`config.mk`:
```
export PLATFORM = sky130hd
export DESIGN_NAME = decode_hazard_scoreboard
export DESIGN_NICKNAME = d
export VERILOG_FILES = /design/src/rtl/decode_hazard_scoreboard.sv
export SDC_FILE = /design/constraint.sdc
export NUM_CORES = 1
export LEC_CHECK = 0
export BUFFER_PORTS_ARGS = -buffer_cell sky130_fd_sc_hd__buf_2
export CAP_MARGIN = 20
export CORE_ASPECT_RATIO = 0.75
export CORE_MARGIN = 4
export CORE_UTILIZATION = 52
export DETAILED_ROUTE_END_ITERATION = 10
export PLACE_DENSITY_LB_ADDON = 0.3
export SETUP_SLACK_MARGIN = 0.02
export SKIP_CTS_REPAIR_TIMING = 1
export SYNTH_ARGS = -nofsm -noshare
export SYNTH_HDL_FRONTEND = slang
export SYNTH_SLANG_ARGS = --single-unit
export TNS_END_PERCENT = 50
```
`constraint.sdc`:
```
create_clock -name clk -period 4.17 [get_ports clk]
set_clock_uncertainty 0.2 [all_clocks]
set_input_delay 0.834 -clock clk [delete_from_list [all_inputs] [get_ports clk]]
set_output_delay 0.834 -clock clk [all_outputs]
set_load 0.1 [all_outputs]
```
`src/rtl/decode_hazard_scoreboard.sv`:
```
// Decode-stage scoreboard: per-register in-flight write counters, RAW and
// saturation stall generation, and the halt/dump drain sequencer.
module decode_hazard_scoreboard #(
   parameter int MAX_INFLIGHT = 3
) (
   input  logic       clk,
   input  logic       rst,
   input  logic       instrValid,
   input  logic [2:0] readReg1Sel,
   input  logic       readReg1Used,
   input  logic [2:0] readReg2Sel,
   input  logic       readReg2Used,
   input  logic [2:0] destReg,
   input  logic       regWriteDec,
   input  logic       haltDec,
   input  logic       flush,
   input  logic       wbValid,
   input  logic [2:0] wbReg,
   output logic       stall,
   output logic       issue,
   output logic [7:0] pending,
   output logic       halted,
   output logic       err
);

   localparam int CW = 2;

   typedef enum logic [1:0] {
      ST_RUN    = 2'd0,
      ST_DRAIN  = 2'd1,
      ST_HALTED = 2'd2
   } state_t;

   state_t        r_state;
   state_t        w_state_next;
   logic [CW-1:0] r_cnt [8];
   logic [CW-1:0] w_cnt_next [8];
   logic          r_err;

   logic [7:0]    w_wb_hit;
   logic [7:0]    w_cnt_nz;
   logic [7:0]    w_eff_nz;
   logic [7:0]    w_inc;
   logic [7:0]    w_dec;
   logic [7:0]    w_drain_nz;
   logic          w_sat;
   logic          w_hazard;
   logic          w_stall;
   logic          w_issue;

   genvar gi;
   generate
      for (gi = 0; gi < 8; gi++) begin : g_reg
         assign w_wb_hit[gi] = wbValid && (wbReg == 3'(gi));
         assign w_cnt_nz[gi] = (r_cnt[gi] != '0);
         // Widened subtraction: a writeback to an empty counter reads as -1, not 0.
         assign w_eff_nz[gi] = (({1'b0, r_cnt[gi]} - {{CW{1'b0}}, w_wb_hit[gi]}) != '0);
         assign w_inc[gi] = w_issue && regWriteDec && (destReg == 3'(gi));
         assign w_dec[gi] = w_wb_hit[gi] && w_cnt_nz[gi];
         assign w_cnt_next[gi] = r_cnt[gi] + CW'(w_inc[gi]) - CW'(w_dec[gi]);
         // Nothing issues outside RUN, so the drain check only needs retirements.
         assign w_drain_nz[gi] = ((r_cnt[gi] - CW'(w_dec[gi])) != '0);

         always_ff @(posedge clk or negedge rst) begin
            if (!rst) begin
               r_cnt[gi] <= '0;
            end else begin
               r_cnt[gi] <= w_cnt_next[gi];
            end
         end
      end
   endgenerate

   assign w_sat = (r_cnt[destReg] == CW'(MAX_INFLIGHT)) && !w_wb_hit[destReg];

   assign w_hazard = (readReg1Used && w_eff_nz[readReg1Sel]) ||
                     (readReg2Used && w_eff_nz[readReg2Sel]) ||
                     (regWriteDec && w_sat);

   always_comb begin
      w_stall      = 1'b0;
      w_issue      = 1'b0;
      w_state_next = r_state;
      case (r_state)
         ST_RUN: begin
            w_stall = instrValid && !flush && w_hazard;
            w_issue = instrValid && !flush && !w_hazard;
            if (w_issue && haltDec) begin
               w_state_next = ST_DRAIN;
            end
         end
         ST_DRAIN: begin
            w_stall = instrValid;
            if (w_drain_nz == 8'h00) begin
               w_state_next = ST_HALTED;
            end
         end
         ST_HALTED: begin
            w_stall = instrValid;
         end
         default: begin
            w_state_next = ST_RUN;
         end
      endcase
   end

   always_ff @(posedge clk or negedge rst) begin
      if (!rst) begin
         r_state <= ST_RUN;
      end else begin
         r_state <= w_state_next;
      end
   end

   always_ff @(posedge clk or negedge rst) begin
      if (!rst) begin
         r_err <= 1'b0;
      end else if (wbValid && !w_cnt_nz[wbReg]) begin
         r_err <= 1'b1;
      end
   end

   assign stall   = w_stall;
   assign issue   = w_issue;
   assign pending = w_cnt_nz;
   assign halted  = (r_state == ST_HALTED);
   assign err     = r_err;

endmodule

```
Word-level counts from Yosys, hierarchy flattened
Index checks and enable logic that the tools add are counted.
{"block": "word_totals", "ff_bits": 19, "in_bits": 21, "out_inout_bits": 12, "word_cells": 154}
{"block": "op_classes", "addsub": 32, "magnitude_cmp": 5, "n_eq_ne": 19, "mux": 16, "bitwise": 2, "reduce_logical": 70}
{"op": "$logic_and A1 B1 Y1", "n": 34}
{"op": "$reduce_bool A2 Y1", "n": 16}
{"op": "$sub A2 B1 Y2", "n": 16}
{"op": "$eq A3 B3 Y1 const B", "n": 8}
{"op": "$reduce_bool A3 Y1", "n": 8}
{"op": "$sub A2 B1 Y3", "n": 8}
{"op": "$add A2 B1 Y2", "n": 8}
{"op": "$lt A3 B4 Y1 const B", "n": 4}
{"op": "$bmux W1 S3", "n": 4}
{"op": "$eq A3 B2 Y1 const B", "n": 4}
{"op": "$logic_not A8 Y1", "n": 1}
{"op": "$mux W2", "n": 4}
{"op": "$bmux W2 S3", "n": 1}
{"op": "$eq A3 B1 Y1 const B", "n": 2}
{"op": "$logic_not A3 Y1", "n": 2}
{"op": "$pmux W2 S3", "n": 1}
{"op": "$mux W1", "n": 5}
{"op": "$eq A2 B2 Y1 const B", "n": 2}
{"op": "$ge A4 B4 Y1 const B", "n": 1}
{"op": "$logic_not A1 Y1", "n": 4}
{"op": "$ne A2 B2 Y1 const B", "n": 2}
{"op": "$not A3 Y4", "n": 1}
{"op": "$reduce_and A3 Y1", "n": 1}
{"op": "$eq A2 B1 Y1 const B", "n": 1}
{"op": "5 further kinds", "n": 6}

Depth between registers and ports, before layout
{"block": "logic_depth", "word_depth": 16, "ltp_mapped": 13}

Worst setup path before layout
No wires, ideal clock.
{"block": "synth_timing", "path_type": "input-to-output", "from": "input port wbReg[0]", "to": "output port stall", "arrival_ns": 5.307, "required_time_ns": 3.136, "slack_ns": -2.171, "stages": 7, "cell_sequence": "buf_6 > nand4b_1 > mux2i_1 > a2111oi_0 > o31a_2 > nor4b_1 > nor4b_1"}
{"block": "synth_via", "elab_chain_cells": 11}
{"element": "from (decl)", "line": "18", "source": "input logic [2:0] wbReg,"}
{"element": "$eq A3 B1 Y1 (tied with other cells)", "line": "54", "source": "assign w_wb_hit[gi] = wbValid && (wbReg == 3'(gi));"}
{"element": "$logic_and A1 B1 Y1", "line": "54"}
{"element": "$sub A2 B1 Y3", "line": "57", "source": "assign w_eff_nz[gi] = (({1'b0, r_cnt[gi]} - {{CW{1'b0}}, w_wb_hit[gi]}) != '0);"}
{"element": "$reduce_bool A3 Y1", "line": "57"}
{"element": "$bmux W1 S3, on equally long branches", "line": "76, 77"}
{"element": "$mux W1, on equally long branches", "line": "76, 77"}
{"element": "$logic_and A1 B1 Y1, on equally long branches", "line": "76, 77"}
{"element": "$logic_or A1 B1 Y1", "line": "76", "source": "assign w_hazard = (readReg1Used && w_eff_nz[readReg1Sel]) ||"}
{"element": "$logic_or A1 B1 Y1 *", "line": "77", "source": "(readReg2Used && w_eff_nz[readReg2Sel]) ||"}
{"element": "$logic_and A1 B1 Y1 *", "line": "86", "source": "w_stall = instrValid && !flush && w_hazard;"}
{"element": "$pmux W1 S2 *", "line": "84", "source": "case (r_state)"}
{"element": "to (decl)", "line": "19", "source": "output logic stall,"}
Mark *: on every way between the ends. The rest lies on a longest branch, timed or not. The select of a mux whose other input is x is not followed.

Worst setup path in the final report
{"block": "layout_timing", "from": "input port wbReg[1]", "to": "output port stall"}
The elaborated chain is that of the path after synthesis.

==> key figures <==
Status
  • Status: finished clean

Setup path
  • Worst Setup SP: wbReg[1]
  • Reg-to-reg endpoint: r_cnt[13]
  • Crit-path leading delay family: compound AO/OA/AOI/OAI gates
  • CP max FO: 13
  • Reg2Reg Launch Point: r_cnt[11]
  • Worst setup SP type: input port
  • Slowest stage cell, crit path: a2111oi_0
  • Length in cells of the worst reg-to-reg path: 12
  • Worst Path Buf+Inv: 2
  • Critical path class: in2out
  • Critical path arrival: a little over 3 ns
  • Reg-to-reg slack, setup: approximately 0.9 ns
  • Crit-path cells: buf_2, nand4b_1, mux2i_1, a2111oi_0, o31a_2, nor4b_2, nor4b_4, buf_12
  • Endpoint class of the critical path: output port
  • Data required, critical path: between 3 and 4 ns
  • CP peak stage delay: between 0.6 and 0.7 ns

STA
  • Worst Setup Slack, final: around 0.11 ns
  • Final Cycle Share: a little over nine tenths
  • Max Slew Vio Count: 0
  • Endpoints failing setup: 0
  • Peak Freq: between 200 and 250 MHz
  • RSZ-0062 raised after global routing: no
  • Final min period: ~4 ns
  • Slew headroom: 59.1%
  • Final hold slack: roughly 0.26 ns
  • Worst Tran Pin Value: 0.598 ns
  • Hold Vio Cnt, Final: 0

Global route
  • First-pass GRT wire length: 7960 um
  • Met2 Track Usage GR: between 30% and 40%
  • GR Util met3: around 6.3%
  • Initial antenna violation count: 0
  • GR Overflow Total: 0
  • Total track usage: 21.8%
  • Largest net degree at the start of global routing: 20
  • Vias in the first global route: between 1,500 and 2,000
  • GRT Max-Usage Layer: met2
  • Met1 Use GR: a little under a third

Placed design
  • Port Buf Inserts: 32
  • Post-DP HPWL: 3970 um
  • Placed inst area: between 0.002 and 0.0025 sq mm
  • Post-place setup slack: between 0.1 and 0.15 ns
  • Gpl congestion: about 1

Cells and area
  • P&R area growth vs syn: 18.8%
  • Fin area: 0.00232 sq mm
  • Final net count: 292
  • Fraction of layout cells with a size suffix above 1: a little under a quarter
  • # fillers: 302
  • Antenna Cells: 0
  • Util after Layout: between 60% and 70%

Synthesis
  • Synth area leader: dfrtp_1
  • Syn_nets: between 200 and 300
  • Post-synth EDFFs: 0
  • Post-synthesis instance area: 0.00195 sq mm
  • Post-Syn Area per Cell: 9.08 sq um
  • Seq/Total Area, Yosys: about 24%
  • Top cells by area, synth: dfrtp_1, ha_1, xnor2_1
  • Fraction of registers with async set/reset: 100%
  • Yosys top cell area share: 24.3%
  • Cells after Synth: about 220
  • Top FF cell, synth: dfrtp_1
  • Register bit total from synthesis: 19
  • Distinct cell type count after synthesis: 55
  • Synth Warn #: 0

Route
  • DRT Wirelength: roughly 5000 um
  • Antenna violation net count after detailed routing: 0
  • DR pass1 iterations: 5
  • DRC errors left: 0
  • DR iter-0 viols: about 210
  • Wire per inst: ~17 um
  • Vias: 1,768
  • DR vias/cell: 5.89

Floorplan
  • Die Area: 0.00481 sq mm
  • Site Rows: 18
  • Core ar.: 0.00345 sq mm
  • Die Wd: between 70 and 80 um
  • Initial Util: between 50% and 60%
  • Die Ht: between 60 and 70 um
  • # IOs: 33

CTS
  • Clock latency on the worst-skew pair: around 0.26 ns
  • Number of H-tree levels: 1
  • CTS Buffer Depth: 2
  • Clock slew at the register clock pins of the worst setup and hold paths: around 0.080 ns
  • Clock tree from TritonCTS: yes
  • Root Buffer Master: clkbuf_8
  • CTS Buf Count: 3
  • Clock sinks: 19

Hold path
  • Hold Crit Endpoint: err
  • Hold path cells: 1
  • Hold_sp: err
  • Hold crit path type: reg2reg

Power and ir drop
  • Cell Pwr Density: 700 mW/mm^2
  • Max VDD drop: 0.000549 V
  • Lkg Pwr: around 1.1 nW

Flow run
  • MaxCap Viol Count: 0
## Yosys cell counts (all sizes together), types with 2 or more instances
cell type and instances:
a2111oi 2, a21o 2, a21oi 6, a22oi 2
a32oi 3, and2 3, and3 3, and3b 3
buf 6, dfrtp 19, ha 20, inv 27
mux2i 2, mux4 2, nand2 8, nand2b 4
nand3 7, nand4 4, nand4b 3, nand4bb 2
nor2 25, nor2b 5, nor3 2, nor3b 2
nor4b 5, o21ai 2, o22ai 2, o311ai 2
o31a 2, o32ai 2, xnor2 20, xor2 4
## metrics by stage
stage               cells  power [mW]  TNS [ns]
CTS                   300        1.61         0
floorplan             215        1.21     -4.80
global route          300        1.71         0
finish                300        1.62         0
detailed placement    296        1.46         0
global placement      296        1.44         0
## sequential cells by signal (all words and copies together) (netlist names)
| register | count |
|---|---|
| err | 1 |
| r_cnt | 16 |
| r_state | 2 |
## cells in the final DEF (no fill, tap or decap), types with 3 or more instances in the layout
cell type	Yosys	routed
inv_1	27	27
buf_12	0	3
and3b_1	3	3
ha_1	20	19
buf_4	2	4
nand2_1	8	8
nand3_1	7	7
nor4b_4	1	3
xor2_1	4	4
and2_1	3	3
and3_1	3	3
nor2_1	25	25
a32oi_1	3	3
nand4_1	4	4
a21oi_1	5	5
buf_2	2	30
nor2b_1	5	5
clkbuf_8	0	3
xnor2_1	20	19
dfrtp_1	19	19
nand2b_1	4	4
## logic make-up (layout without fill, tap and decap cells)
group,after synthesis,after routing,synth area share (%)
compound gates,34,34,14.3
xor+xnor,24,24,10.8
fa+ha+maj,20,20,12.8
buf+inv,33,68,7.62
flops,19,19,24.3
mux,5,5,4.29
simple gates,80,80,25.9
## where the power goes
group | switching, mW | total [mW] | internal (mW)
combinational | 0.719 | 1.04 | 0.317
clock | 0.0718 | 0.139 | 0.0676
sequential | 0.175 | 0.448 | 0.273
## per-layer routing
metal | share of wire [%] | vias to the layer above
met1 | 46 | 824
met4 | 2.1 | 0
met3 | 11 | 14
li1 | - | 837
met5 | 0 | -
met2 | 41 | 93
## layout make-up
cell class	instances	area [sq um]	share of cell area (%)
tap	50	62.6	2.70
timing repair buffer	37	240	10.4
multi-input combinational	163	1390	60.0
clock inverter	1	7.51	0.324
inverter	27	101	4.37
clock buffer	3	41.3	1.78
sequential	19	475	20.5
## worst max path at each step
stage,to,cells after the start
after floorplan,r_cnt[1],13
after global placement,stall,9
after detailed placement,stall,9
after CTS,stall,9
after global routing,issue,9
final,stall,8
Power figures use the tool's default switching activity.
